## config.mk

```make
export PLATFORM = sky130hd
export DESIGN_NAME = mem_responder_flat
export DESIGN_NICKNAME = d
export VERILOG_FILES = /design/src/rtl/mem_responder_if.sv /design/src/rtl/mem_responder.sv /design/src/flat_wrapper.sv
export SDC_FILE = /design/constraint.sdc
export NUM_CORES = 1
export LEC_CHECK = 0
export ABC_AREA = 1
export BUFFER_PORTS_ARGS = -buffer_cell sky130_fd_sc_hd__buf_2
export CORE_UTILIZATION = 60
export CTS_CLUSTER_DIAMETER = 120
export DETAILED_ROUTE_END_ITERATION = 10
export GPL_ROUTABILITY_DRIVEN = 0
export PLACE_DENSITY = 0.77
export SETUP_SLACK_MARGIN = 0.02
export SLEW_MARGIN = 25
export SYNTH_ARGS = -nofsm -noshare
export SYNTH_HDL_FRONTEND = slang
export SYNTH_SLANG_ARGS = --single-unit
```

## constraint.sdc

```tcl
create_clock -name clk -period 3.7 [get_ports clk]
set_input_delay 0.555 -clock clk [delete_from_list [all_inputs] [get_ports clk]]
set_output_delay 0.555 -clock clk [all_outputs]
set_load 0.005 [all_outputs]
```

## src/rtl/mem_responder_if.sv

```systemverilog
// Bus bundle between the sequencer controller (master) and mem_responder (slave).
// Ports: addr, data_in, mem_rd, mem_wr (master->slave); data_out, data_valid,
//        wr_ack, busy, err, overrun (slave->master).
interface mem_responder_if #(
    parameter int AWIDTH = 5,
    parameter int DWIDTH = 8
);
    logic [AWIDTH-1:0] addr;
    logic [DWIDTH-1:0] data_in;
    logic              mem_rd;
    logic              mem_wr;
    logic [DWIDTH-1:0] data_out;
    logic              data_valid;
    logic              wr_ack;
    logic              busy;
    logic              err;
    logic              overrun;

    modport master (
        output addr, data_in, mem_rd, mem_wr,
        input  data_out, data_valid, wr_ack, busy, err, overrun
    );

    modport slave (
        input  addr, data_in, mem_rd, mem_wr,
        output data_out, data_valid, wr_ack, busy, err, overrun
    );
endinterface

```

## src/rtl/mem_responder.sv

```systemverilog
// Memory-side responder: accepts mem_rd/mem_wr strobe edges, waits WAIT_STATES
// cycles, then returns read data (data_valid) or commits a write (wr_ack).
// Ports: clk, rst (async active-high), bus (mem_responder_if.slave).
// Optional: define MEM_RESP_PROTECT_EN to write-protect the top address quarter.
module mem_responder #(
    parameter int AWIDTH      = 5,
    parameter int DWIDTH      = 8,
    parameter int WAIT_STATES = 1
) (
    input logic             clk,
    input logic             rst,
    mem_responder_if.slave  bus
);
    typedef enum logic [1:0] {S_IDLE, S_WAIT, S_READ, S_WRITE} state_t;

    localparam int DEPTH = 1 << AWIDTH;
    localparam logic [3:0] CNT_LOAD =
        (WAIT_STATES > 0) ? 4'(WAIT_STATES - 1) : 4'd0;

    state_t            state;
    logic [3:0]        cnt;
    logic              rd_q;
    logic              wr_q;
    logic              op_wr;
    logic [AWIDTH-1:0] addr_q;
    logic [DWIDTH-1:0] data_q;
    logic [DWIDTH-1:0] mem [DEPTH];

    logic rd_rise;
    logic wr_rise;
    logic prot;
    logic we;

    // Strobe history resets high so a strobe held through reset is ignored.
    assign rd_rise = bus.mem_rd & ~rd_q;
    assign wr_rise = bus.mem_wr & ~wr_q;

`ifdef MEM_RESP_PROTECT_EN
    assign prot = (addr_q[AWIDTH-1 -: 2] == 2'b11);
`else
    assign prot = 1'b0;
`endif

    // Derived from the live state, so an async reset in WRITE cancels the commit.
    assign we = (state == S_WRITE) && !prot;

    always_ff @(posedge clk) begin
        if (we)
            mem[addr_q] <= data_q;
    end

    always_ff @(posedge clk or posedge rst) begin
        if (rst) begin
            state          <= S_IDLE;
            cnt            <= 4'd0;
            rd_q           <= 1'b1;
            wr_q           <= 1'b1;
            op_wr          <= 1'b0;
            addr_q         <= '0;
            data_q         <= '0;
            bus.data_out   <= '0;
            bus.data_valid <= 1'b0;
            bus.wr_ack     <= 1'b0;
            bus.busy       <= 1'b0;
            bus.err        <= 1'b0;
            bus.overrun    <= 1'b0;
        end else begin
            rd_q           <= bus.mem_rd;
            wr_q           <= bus.mem_wr;
            bus.data_valid <= 1'b0;
            bus.wr_ack     <= 1'b0;
            bus.err        <= 1'b0;

            unique case (state)
                S_IDLE: begin
                    if (rd_rise && wr_rise) begin
                        bus.err <= 1'b1;
                    end else if (rd_rise || wr_rise) begin
                        op_wr    <= wr_rise;
                        addr_q   <= bus.addr;
                        data_q   <= bus.data_in;
                        cnt      <= CNT_LOAD;
                        bus.busy <= 1'b1;
                        if (WAIT_STATES > 0)
                            state <= S_WAIT;
                        else
                            state <= wr_rise ? S_WRITE : S_READ;
                    end
                end
                S_WAIT: begin
                    if (cnt == 4'd0)
                        state <= op_wr ? S_WRITE : S_READ;
                    else
                        cnt <= cnt - 4'd1;
                end
                S_READ: begin
                    bus.data_out   <= mem[addr_q];
                    bus.data_valid <= 1'b1;
                    bus.busy       <= 1'b0;
                    state          <= S_IDLE;
                end
                S_WRITE: begin
                    bus.wr_ack <= !prot;
                    bus.err    <= prot;
                    bus.busy   <= 1'b0;
                    state      <= S_IDLE;
                end
                default: state <= S_IDLE;
            endcase

            // Edges while an access is in flight are dropped, never queued.
            if (state != S_IDLE && (rd_rise || wr_rise))
                bus.overrun <= 1'b1;
        end
    end
endmodule
```

## src/flat_wrapper.sv

```systemverilog
// flat-port wrapper written by rule: the top's interface ports become plain ports
module mem_responder_flat 
#(
    parameter int AWIDTH      = 5,
    parameter int DWIDTH      = 8,
    parameter int WAIT_STATES = 1
)
  (clk, rst, bus_addr, bus_data_in, bus_mem_rd, bus_mem_wr, bus_data_out, bus_data_valid, bus_wr_ack, bus_busy, bus_err, bus_overrun);
  mem_responder_if #(.AWIDTH(AWIDTH), .DWIDTH(DWIDTH)) bus_i ();
  input logic clk;
  input logic rst;
  input wire logic [$bits(bus_i.addr)-1:0] bus_addr;
  input wire logic [$bits(bus_i.data_in)-1:0] bus_data_in;
  input wire logic [$bits(bus_i.mem_rd)-1:0] bus_mem_rd;
  input wire logic [$bits(bus_i.mem_wr)-1:0] bus_mem_wr;
  output wire logic [$bits(bus_i.data_out)-1:0] bus_data_out;
  output wire logic [$bits(bus_i.data_valid)-1:0] bus_data_valid;
  output wire logic [$bits(bus_i.wr_ack)-1:0] bus_wr_ack;
  output wire logic [$bits(bus_i.busy)-1:0] bus_busy;
  output wire logic [$bits(bus_i.err)-1:0] bus_err;
  output wire logic [$bits(bus_i.overrun)-1:0] bus_overrun;
  assign bus_i.addr = bus_addr;
  assign bus_i.data_in = bus_data_in;
  assign bus_i.mem_rd = bus_mem_rd;
  assign bus_i.mem_wr = bus_mem_wr;
  assign bus_data_out = bus_i.data_out;
  assign bus_data_valid = bus_i.data_valid;
  assign bus_wr_ack = bus_i.wr_ack;
  assign bus_busy = bus_i.busy;
  assign bus_err = bus_i.err;
  assign bus_overrun = bus_i.overrun;
  mem_responder #(.AWIDTH(AWIDTH), .DWIDTH(DWIDTH), .WAIT_STATES(WAIT_STATES)) u_core (.clk(clk), .rst(rst), .bus(bus_i));
endmodule
```

## Yosys cells after proc, flatten, opt, wreduce, memory -nomap -nowiden

Memories as Yosys holds them, arrays and structs flattened. A register that Yosys moved wholly into a read port is not among the register bits.
Cells that the tools add are included.

| storage, ports and cells | value |
|---|---|
| output and inout port bits | 13 |
| memories | 1 |
| input port bits | 17 |
| latch bits | 0 |
| flip-flop bits (word level) | 27 |
| memory bits (writable) | 256 |
| bits in read-only memories | 0 |

Memory list:

| memory | words | width | read ports | clocked after memory_dff | write ports | line | source |
|---|---|---|---|---|---|---|---|
| u_core.mem | 32 | 8 | 1 | 1 | 1 | mem_responder.sv:27 | `logic [DWIDTH-1:0] mem [DEPTH];` |

| operators by class | value |
|---|---|
| magnitude comparators | 0 |
| shift-type cells | 0 |
| add/subtract/negate cells | 1 |
| reductions and logical operators | 13 |
| bitwise gates (word level) | 5 |
| equality and inequality tests | 7 |
| multiply operators | 0 |
| div/mod/pow operators | 0 |
| multiplexer cells | 17 |

Operator list:

| kind | number |
|---|---|
| $mux 4 | 3 |
| $reduce_and 3->1 | 3 |
| $mux 1 | 8 |
| $pmux 4 s2 | 1 |
| $mux 2 | 3 |
| $pmux 2 s3 | 1 |
| $reduce_bool 2->1 | 3 |
| $eq 2x2->1 const B | 2 |
| $logic_not 4->1 | 1 |
| $ne 2x1->1 const B | 2 |
| $ne 2x2->1 const B | 2 |
| $reduce_and 4->1 | 1 |
| $sub 4x1->4 const B | 1 |
| $not 1->1 | 3 |
| $and 1x1->1 | 2 |
| $eq 2x1->1 const B | 1 |
| $logic_and 1x1->1 | 2 |
| $logic_not 2->1 | 1 |
| $pmux 1 s2 | 1 |
| $reduce_or 2->1 | 1 |
| $logic_or 1x1->1 | 1 |

## Logic depth before layout (Yosys ltp)

Gate-level depths: netlist (run 1).

| depth | value |
|---|---|
| depth after elaboration | 6 |
| depth in mapped cells | 14 |

## Worst setup path before layout (run 1)

OpenSTA, ideal clock, no wires.

| timing | value |
|---|---|
| path type | register -> register |
| start | register u_core.addr_q[1] |
| end | memory u_core.mem[13][0] (enable) |
| arrival time | 1,478 ps |
| period minus slack after synthesis | 1,848 ps |
| library setup time | 370 ps |
| cell stages (with the launch flop) | 6 |
| path slack | 1,852 ps |
| cell sequence | dfrtp_1 inv_2 buf_4 buf_2 nand3_1 nor2_1 |

RTL lines:

| item | line | source |
|---|---|---|
| from (decl) | mem_responder.sv:25 | `logic [AWIDTH-1:0] addr_q;` |
| from (signal assigned) | mem_responder.sv:80 | `addr_q <= bus.addr;` |
| to (decl) | mem_responder.sv:27 |  |

No word-level cell before the write port.

## Worst setup path after layout (run 1)

| timing | value |
|---|---|
| start | register u_core.addr_q[1] |
| end | memory u_core.mem[15][3] (enable) |

No word-level cell before the write port.

==> flow_summary.toml, run 1 <==
[detailed_routing]
top_layer_used = "met4"
routedWlPerCell_um = 18.6
wl_met1_um = 11400
routed_wl_um = 27600
vias = 8246
drtAntennaViolNets = 0
dr.first_iter.drc_count = 786
dr_wl_met2_um = 13000
drt_pass1_iterations = 8
drc_errors = 0
routed-wl-met3_um = 2280
viasPerCell = 5.55

[global_route]
overflow = 0
grt_pass1_wl_um = 43100
grt_use_total_pct = 28.1
grt_start_max_net_pins = 114
antenna_found_initial = 0
grt_pass1_vias = 7995

[clocking]
htreeDepth = 1
post_cts_resize_count = 0
cts_hold_buffers = 0
cts.sinks = 291
insertion_delay_ns = 0.55
cts.reportedPaths.clkPinSlew_ns = 0.07
clk_path_buf_depth = 3
numCtsBuffers = 29
cts_tree = "yes"
post_cts_buffers = 0
clockRootBuffer = "clkbuf_16"

[finish]
diodes = 0
final_nets = 1216
syn_to_final_growth_pct = 12.0
fin_util_pct = 69.0
nFillCells = 1451
drive_above_1_share_pct = 9.59
fin_cells = 1485
final_area_mm2 = 0.0136

[setup_path]
r2r_slack_ns = 0.86
max_stage_delay_ns = 0.71
critPathRequiredTime_ns = 3.87
setup.worst_path.start_class = "flip-flop"
worstSetupEndpointType = "flip-flop"
cp_top_family = "simple AND/OR/NAND/NOR gates"
crit_chain = "buf_4, nand2_1, clkinv_1, nand2_1, nor2_1"
crit_fanout = 49
critPathSlowestCell = "nor2_1"
crit_buf_inv = 2
crit_type = "flip-flop to flip-flop"
cp.arrival_ns = 3.02
crit_top_cell = "nand2_1"

[status]
status = "finished clean"

[sta]
min_period_ns = 2.84
final_max_slew_viol_count = 0
whs_ns = 0.123
fin_skew_ns = 0.0123
tns_ns = 0
hold_viol_final = 0
worst_pin_slew_ns = 0.853
fmax_mhz = 352
setup_viol_count_final = 0
rsz0062_at_grt = "false"
slew_headroom_pct = 43.1
timing.final.ws_setup_ns = 0.855
fin_crit_sh_pct = 76.9

[place]
port_buffers = 29
dp_cells = 1431
pre_cts_ws_ns = 0.892
placed_area_mm2 = 0.0125
dpl.hpwl_um = 16100

[yosys]
synthCells = 1165
ys_ff_latch = 291
synth_warnings = 0
synth_ff_type = "edfxtp_1"
synth-async-reset-ratio_pct = 12.0
synthesis.nets = 1184
synth_edf_count = 256
syn_area_mm2 = 0.0121
avgSynthCellArea_um2 = 10.4
yosysSeqAreaShare_pct = 70.7
yosysUniqueCellTypes = 27

[floorplanning]
die_y_um = 144
die_area_mm2 = 0.0208
start_util_pct = 61.6
die_width_um = 144
rows = 51
core_mm2 = 0.0197
io-pin-count = 30

[power_and_ir_drop]
ir_drop_v = 0.000605
p_leak_nw = 5.67
power.density_mw_per_mm2 = 800
p_total_mw = 10.9

[flow_run]
maxCapViolations = 0

[worst_hold_path]
hold_path_class = "input port to flip-flop"
==> area by class of cell <==
cell class	count	area (µm²)	area share, %
Clock buffer	36	803	5.92
Timing Repair Buffer	45	269	1.98
Inverter	39	149	1.10
Tap cell	265	332	2.44
Sequential cell	291	8570	63.2
Multi-Input combinational cell	791	3140	23.1
Clock inverter	18	308	2.27
==> cells in the mapped netlist (2+ instances only) <==
| library cell | number | area (µm²) |
|---|---|---|
| a21oi_1 | 6 | 30.0 |
| buf_1 | 4 | 15.0 |
| buf_2 | 24 | 120 |
| buf_4 | 9 | 67.6 |
| buf_6 | 4 | 45.0 |
| clkbuf_1 | 3 | 11.3 |
| dfrtp_1 | 33 | 826 |
| dfstp_2 | 2 | 52.6 |
| edfxtp_1 | 256 | 7690 |
| ha_1 | 2 | 25.0 |
| inv_1 | 35 | 131 |
| inv_2 | 2 | 7.51 |
| nand2_1 | 666 | 2500 |
| nand3_1 | 31 | 155 |
| nor2_1 | 55 | 206 |
| nor3_1 | 2 | 10.0 |
| nor3_2 | 8 | 80.1 |
| o21ai_0 | 7 | 35.0 |
| o21ai_1 | 2 | 10.0 |
| or2_2 | 7 | 43.8 |
==> power by group <==
part,internal (mW),leakage [nW],total (mW),switching [mW]
sequential,4.16,2.74,4.56,0.403
clock,2.10,0.542,3.34,1.23
combinational,0.784,2.39,2.96,2.17
==> registers in the layout, summed over array words and instances (netlist names) <==
signal and cells:
u_core.bus.err 1, u_core.bus.data_valid 1, u_core.bus.busy 1, u_core.bus.wr_ack 1, u_core.wr_q 1, u_core.bus.overrun 1, u_core.mem 256, u_core.data_q 8
u_core.state 2, u_core.addr_q 5, u_core.cnt 4, u_core.bus.data_out 8, u_core.op_wr 1, u_core.rd_q 1
==> cell families after synthesis <==
group | count (synthesis) | share of synthesized area [%]
AOI/OAI and AO/OA | 17 | 0.734
and+or+nand+nor | 771 | 24.9
adders and majority gates | 2 | 0.207
DFF | 291 | 70.7
xor gates and xnor gates | 1 | 0.0723
buffers and inverters | 83 | 3.37
==> layout by cell type (no fill, tap or decap), types with 2 or more instances in the layout <==
cell type,instances
nor3_2,8
clkbuf_16,30
dfrtp_1,30
buf_4,15
a21oi_1,6
nor2_1,55
or2_2,7
bufinv_16,8
inv_2,2
clkinv_2,4
o21ai_0,7
o21ai_1,2
nand3_1,31
clkinv_1,4
dfstp_2,2
clkbuf_1,3
nand2_1,666
edfxtp_1,256
inv_1,35
nor3_1,2
dfrtp_2,2
clkbuf_8,3
buf_2,29
ha_1,2
==> worst paths after layout <==
check / cells after the start / from / endpoint
worst max-delay path: 5 / u_core.addr_q[1] / u_core.mem[15][3]
worst min-delay path: 1 / bus_mem_rd / u_core.rd_q
worst max register to register: 5 / u_core.addr_q[1] / u_core.mem[15][3]
worst min register to register: 0 / u_core.data_q[5] / u_core.mem[4][5]
max in group asynchronous: 3 / rst / u_core.addr_q[0]
min in group asynchronous: 3 / rst / u_core.bus.overrun
==> routing by layer <==
layer  vias to the layer above  track usage, %
li1                       3840               -
met1                      3912            39.4
met2                       421            44.9
met3                        73            4.01
met4                         0            10.8
met5                         -               0
Power figures use the tool's default switching activity.
==> run 2, diff against run 1 <==
CORE_UTILIZATION = 56   (was 60)
PLACE_DENSITY = 0.75   (was 0.77)
clock period = 2.5 ns   (was 3.7 ns; I/O delays follow)
==> run 2 against run 1 <==
Power up 42%; largest power group unchanged; via count is 0.86% higher; critical path type unchanged; sequential share of layout area is 0.72 points lower; register-to-register slack worse by 0.34 ns; maximum frequency is 44% higher; critical path depth decreased by 1; utilization decreased by 4.0 points; count of clock-buffer cells in the layout down 1; non-clock buffer count rose by 43; wire length rose by 2.0%; clock skew grew 0.0030 ns; global-route usage down 1.8 points.
==> flow_summary.toml, run 2 (synthesis gave the netlist of run 1 again) <==
[detailed_routing]
viasPerCell = 5.41
drt_pass1_iterations = 5
drtAntennaViolNets = 0
routedWlPerCell_um = 18.3
vias = 8317
dr.first_iter.drc_count = 820
routed_wl_um = 28200
drc_errors = 0

[floorplanning]
die_y_um = 149
start_util_pct = 57.4
die_width_um = 149
rows = 53
core_mm2 = 0.0211
io-pin-count = 30
die_area_mm2 = 0.0222

[clocking]
cts.reportedPaths.clkPinSlew_ns = 0.06
numCtsBuffers = 29
post_cts_buffers = 0
cts.sinks = 291
insertion_delay_ns = 0.54
clockRootBuffer = "clkbuf_16"
clk_path_buf_depth = 3
post_cts_resize_count = 0
htreeDepth = 1
cts_tree = "yes"

[sta]
rsz0062_at_grt = "false"
setup_viol_count_final = 0
fin_crit_sh_pct = 79.3
tns_ns = 0
timing.final.ws_setup_ns = 0.519
final_max_slew_viol_count = 0
hold_viol_final = 0
fmax_mhz = 505
worst_pin_slew_ns = 0.781
min_period_ns = 1.98
fin_skew_ns = 0.0153
slew_headroom_pct = 47.9

[setup_path]
crit_top_cell = "nand2_1"
r2r_cells = 4
crit_chain = "nand2_1, clkinv_1, nand2_1, nor2_1"
cp_top_family = "simple AND/OR/NAND/NOR gates"
worstSetupEndpointType = "flip-flop"
max_stage_delay_ns = 0.62
crit_buf_inv = 1
cp.arrival_ns = 2.15
setup.worst_path.start_class = "flip-flop"
critPathRequiredTime_ns = 2.67
crit_fanout = 17
critPathSlowestCell = "nor2_1"
cp.depth = 4
crit_type = "flip-flop to flip-flop"

[place]
dpl.hpwl_um = 17300
pre_cts_ws_ns = 0.549
port_buffers = 29

[finish]
final_cell_mix = "nand2_1, edfxtp_1, nor2_1, buf_4, inv_1"
multiInputGateArea_mm2 = 0.00314
diodes = 0
drive_above_1_share_pct = 12.1
nFillCells = 1597
final_common_cell = "nand2_1"
syn_to_final_growth_pct = 13.3
top_regs = "u_core.mem x256, u_core.bus.data_out x8, u_core.data_q x8"
final_nets = 1259
top_register = "u_core.mem"
ff_latch_area_mm2 = 0.00857
largest_register_ff_count = 256

[flow_run]
maxCapViolations = 0

[global_route]
grt_use_total_pct = 26.3
grt_pass1_wl_um = 43900
antenna_found_initial = 0
grt_start_max_net_pins = 88
grt_pass1_vias = 8014
overflow = 0

[worst_hold_path]
hold_path_class = "input port to flip-flop"
whs_path_depth = 3

[power_and_ir_drop]
ir_drop_v = 0.000765
p_leak_nw = 5.82
power.density_mw_per_mm2 = 1130

[status]
status = "finished clean"
-- run 2: cell types whose count changed in the layout (fill, tap and decap cells not counted), sizes merged --
cell | before | now
buf | 45 | 85
bufinv | 8 | 1
clkbuf | 36 | 35
clkinv | 9 | 16
clkinvlp | 1 | 0
dlygate4sd3 | 0 | 3
inv | 39 | 40
-- run 2: timing repair --
action	4_1_cts	5_1_grt
setup endpoints to repair	0	0
hold buffers	3	0
endpoints found under the hold margin	35	0
-- run 2: final timing paths --
check	from	endpoint	slack [ns]
max in group asynchronous	rst	u_core.addr_q[0]	1.60
max	u_core.addr_q[0]	u_core.mem[7][5]	0.52
min	bus_data_in[2]	u_core.data_q[2]	0.04
min in group asynchronous	rst	u_core.bus.data_out[4]	0.52
min reg2reg	u_core.cnt[3]	u_core.cnt[3]	0.47
max reg2reg	u_core.addr_q[0]	u_core.mem[7][5]	0.52
-- run 2: where the power goes --
part	internal, mW	switching [mW]	total (mW)
Combinational	1.31	3.54	4.85
Clock	2.36	1.77	4.13
Sequential	6.15	0.321	6.48
-- run 2: cell type report --
type	instances	area share, %
Timing Repair Buffer	88	4.43
Clock inverter	18	0.839
Clock buffer	35	5.82
Inverter	39	1.09
Multi-Input combinational cell	791	22.9
Sequential cell	291	62.5
Tap cell	275	2.51
-- run 2: per-layer routing --
layer | GRT usage, % | part of all wire [%]
met4 | 10.8 | 4.4
met2 | 42.3 | 47
met1 | 35.6 | 41
met5 | 0 | 0
met3 | 4.53 | 7.5
-- run 2: worst register-to-register path, cell delays in order, from the launching register on --
cell and delay [ns]:
dfrtp_4 0.56, nand2_1 0.10, clkinv_1 0.08, nand2_1 0.25, nor2_1 0.62
-- run 2: metrics by stage --
| stage | cell area, µm² | hold slack [ns] | power, mW | utilization, % | cells |
|---|---|---|---|---|---|
| 2_1_floorplan | 12100 | 0.379 | 9.65 | - | 1165 |
| 3_5_place_dp | 12800 | 0.443 | 11.3 | 60.6 | 1481 |
| 6_report | 13700 | 0.0373 | 15.5 | 65.1 | 1537 |
| 4_1_cts | 13700 | 0.0194 | 15.5 | 65.1 | 1537 |
| 3_3_place_gp | 12800 | 0.442 | 11.2 | 60.6 | 1481 |
| 5_1_grt | 13700 | 0.0271 | 16.2 | 65.1 | 1537 |
==> run 3, diff against run 2 <==
ABC_AREA = 0   (was 1)
PLACE_DENSITY = 0.76   (was 0.75)
clock period = 1.59 ns   (was 2.5 ns; I/O delays follow)
==> run 3 against run 2 <==
The flow now finishes with violations (negative setup slack); critical path depth increased by 1; maximum frequency increased by 0.25%; sequential cell count unchanged; register-to-register slack got worse by 0.90 ns; worst hold slack improved by 0.33 ns; first-iteration DRC count decreased by 9.3%; combinational power increased by 120%; synthesized cell count decreased by 47%; sequential share of layout area decreased by 5.5 points; via count decreased by 18%.
==> flow_summary.toml, run 3 <==
[sta]
tns_ns = -59.38
worst_pin_slew_ns = 0.490
fin_crit_sh_pct = 124
rsz0062_at_grt = "true"
fin_skew_ns = 0.0200
hold_viol_final = 0
setup_viol_count_final = 277
final_max_slew_viol_count = 0
slew_headroom_pct = 67.3
min_period_ns = 1.98
fmax_mhz = 506
timing.final.ws_setup_ns = -0.386

[clocking]
clockRootBuffer = "clkbuf_16"
numCtsBuffers = 28
clk_path_buf_depth = 3
cts.reportedPaths.clkPinSlew_ns = 0.07
htreeDepth = 1
cts.sinks = 291
insertion_delay_ns = 0.55
cts_tree = "yes"

[worst_hold_path]
hold_path_class = "input port to async pin"

[flow_run]
maxCapViolations = 0

[finish]
largest_register_ff_count = 256
fin_cells = 1087
final_nets = 819
drive_above_1_share_pct = 45.9
diodes = 0
final_common_cell = "edfxtp_1"
final_area_mm2 = 0.0151
syn_to_final_growth_pct = 32.5
nFillCells = 1048
fin_util_pct = 76.6
top_regs = "u_core.mem x256, u_core.bus.data_out x8, u_core.data_q x8"
final_cell_mix = "edfxtp_1, buf_4, mux2i_1"
top_register = "u_core.mem"

[detailed_routing]
drtAntennaViolNets = 0
dr.first_iter.drc_count = 744
vias = 6843
viasPerCell = 6.30
routedWlPerCell_um = 27.4
drt_pass1_iterations = 8
drc_errors = 0
routed_wl_um = 29700

[yosys]
synth-async-reset-ratio_pct = 12.0
synth_commonest_cells = "edfxtp_1, nor2_1, mux2i_1, mux4_2, dfrtp_1"
avgSynthCellArea_um2 = 18.5
syn_area_mm2 = 0.0114
yosysMostFrequentCell = "edfxtp_1"
synthCells = 613
yosysSeqAreaShare_pct = 75.4
ys_ff_latch = 291
synthesis.nets = 632
synth.area.top_cells = "edfxtp_1, mux4_2, dfrtp_1"
yosysUniqueCellTypes = 48
synth_warnings = 0
synth_edf_count = 256
synth_area_leader_cell = "edfxtp_1"
synth_ff_type = "edfxtp_1"
synth_top_area_share_pct = 67.7

[setup_path]
crit_type = "flip-flop to flip-flop"
crit_fanout = 8
r2r_cells = 5
r2r_start = "u_core.addr_q[0]"
reg2reg_to = "u_core.bus.data_out[6]"
worstSetupEndpointType = "flip-flop"
r2r_slack_ns = -0.39
critPathRequiredTime_ns = 1.98
setup.worst_path.start_class = "flip-flop"
cp.arrival_ns = 2.37

[place]
dp_cells = 963
placed_area_mm2 = 0.0127
dpl.hpwl_um = 16500
port_buffers = 29

[power_and_ir_drop]
ir_drop_v = 0.00185
power.density_mw_per_mm2 = 1870
p_total_mw = 28.2
p_leak_nw = 5.24

[global_route]
grt_use_total_pct = 28.7
antenna_found_initial = 0
grt_pass1_wl_um = 42100
grt_pass1_vias = 7072
grt_start_max_net_pins = 36
overflow = 0

[floorplanning]
start_util_pct = 57.8
die_y_um = 144
core_mm2 = 0.0197
io-pin-count = 30
rows = 51
die_width_um = 144
die_area_mm2 = 0.0209

[status]
status = "finished, violations left"
violations = "negative setup slack"
==> run 3: cell count changes in the layout (fill, tap and decap cells not counted), sizes merged, moves of 13 or more <==
cell | previous run | this run
nand3 | 31 | 12
dlygate4sd3 | 3 | 16
mux4 | 0 | 40
mux2 | 0 | 13
buf | 85 | 169
a22oi | 0 | 19
nand2 | 666 | 12
mux2i | 0 | 49
inv | 40 | 7
==> run 3: cell type report <==
class                      count  area (µm²)  share of cell area [%]
clock buffer                  30         729                    4.85
clock inverter                22         297                    1.97
inverter                       7        26.3                   0.175
multi-input combinational    286        3330                    22.1
sequential                   291        8580                    57.0
tap                          265         332                    2.20
timing repair buffer         186        1770                    11.7
==> run 3: kinds of logic after synthesis <==
| kind of cell | count (synthesis) | share of synthesized area (%) |
|---|---|---|
| flops | 291 | 75.4 |
| simple gates | 122 | 5.28 |
| mux | 102 | 13.6 |
| compound gates | 57 | 3.49 |
| buf+inv | 36 | 1.80 |
| xor+xnor | 3 | 0.231 |
| fa+ha+maj | 2 | 0.220 |
==> run 3: what timing repair did <==
item	CTS	global route
pin swaps	45	29
hold endpoints to repair	48	0
gates resized for setup	76	43
endpoints found under the setup margin	279	283
hold buffers	16	0
cloned	3	2
buffers inserted	41	12
==> run 3: metal layers <==
metal  up-vias  track usage (%)  wire length, µm
met1      3493             35.5            10800
met5         -                0                0
met2       403             48.5            15000
met4         0             13.7             1460
met3       121             5.93             2410
li1       2826                -                -
==> run 3: how the worst max path moves through the flow <==
stage	start	end	slack (ns)	cells past startpoint
floorplan	u_core.addr_q[0]	u_core.mem[28][0]	-0.18	6
global placement	u_core.addr_q[0]	u_core.bus.data_out[7]	-0.37	4
detailed placement	u_core.addr_q[1]	u_core.bus.data_out[5]	-0.38	6
CTS	u_core.addr_q[0]	u_core.mem[8][5]	-0.34	5
global route	u_core.addr_q[0]	u_core.bus.data_out[6]	-0.44	6
finish	u_core.addr_q[0]	u_core.bus.data_out[6]	-0.39	5
==> run 3: worst max-delay path, cell delays in order, from the launching register on <==
cell and delay (ns):
dfrtp_4 0.48, buf_12 0.16, buf_12 0.15, mux4_2 0.57, a22oi_1 0.31, a31oi_1 0.16
==> run 3: through the flow <==
| stage | worst slack (ns) | hold WS (ns) |
|---|---|---|
| 6_report | -0.386 | 0.371 |
| 5_1_grt | -0.436 | 0.390 |
| 4_1_cts | -0.337 | 0.387 |
| 3_5_place_dp | -0.379 | 0.380 |
| 3_3_place_gp | -0.370 | 0.361 |
| 2_1_floorplan | -0.180 | 0.243 |
==> run 3: report_power, final <==
part | internal, mW | switching [mW]
clock | 4.46 | 2.86
combinational | 4.84 | 5.76
sequential | 9.81 | 0.436
total | 19.1 | 9.05
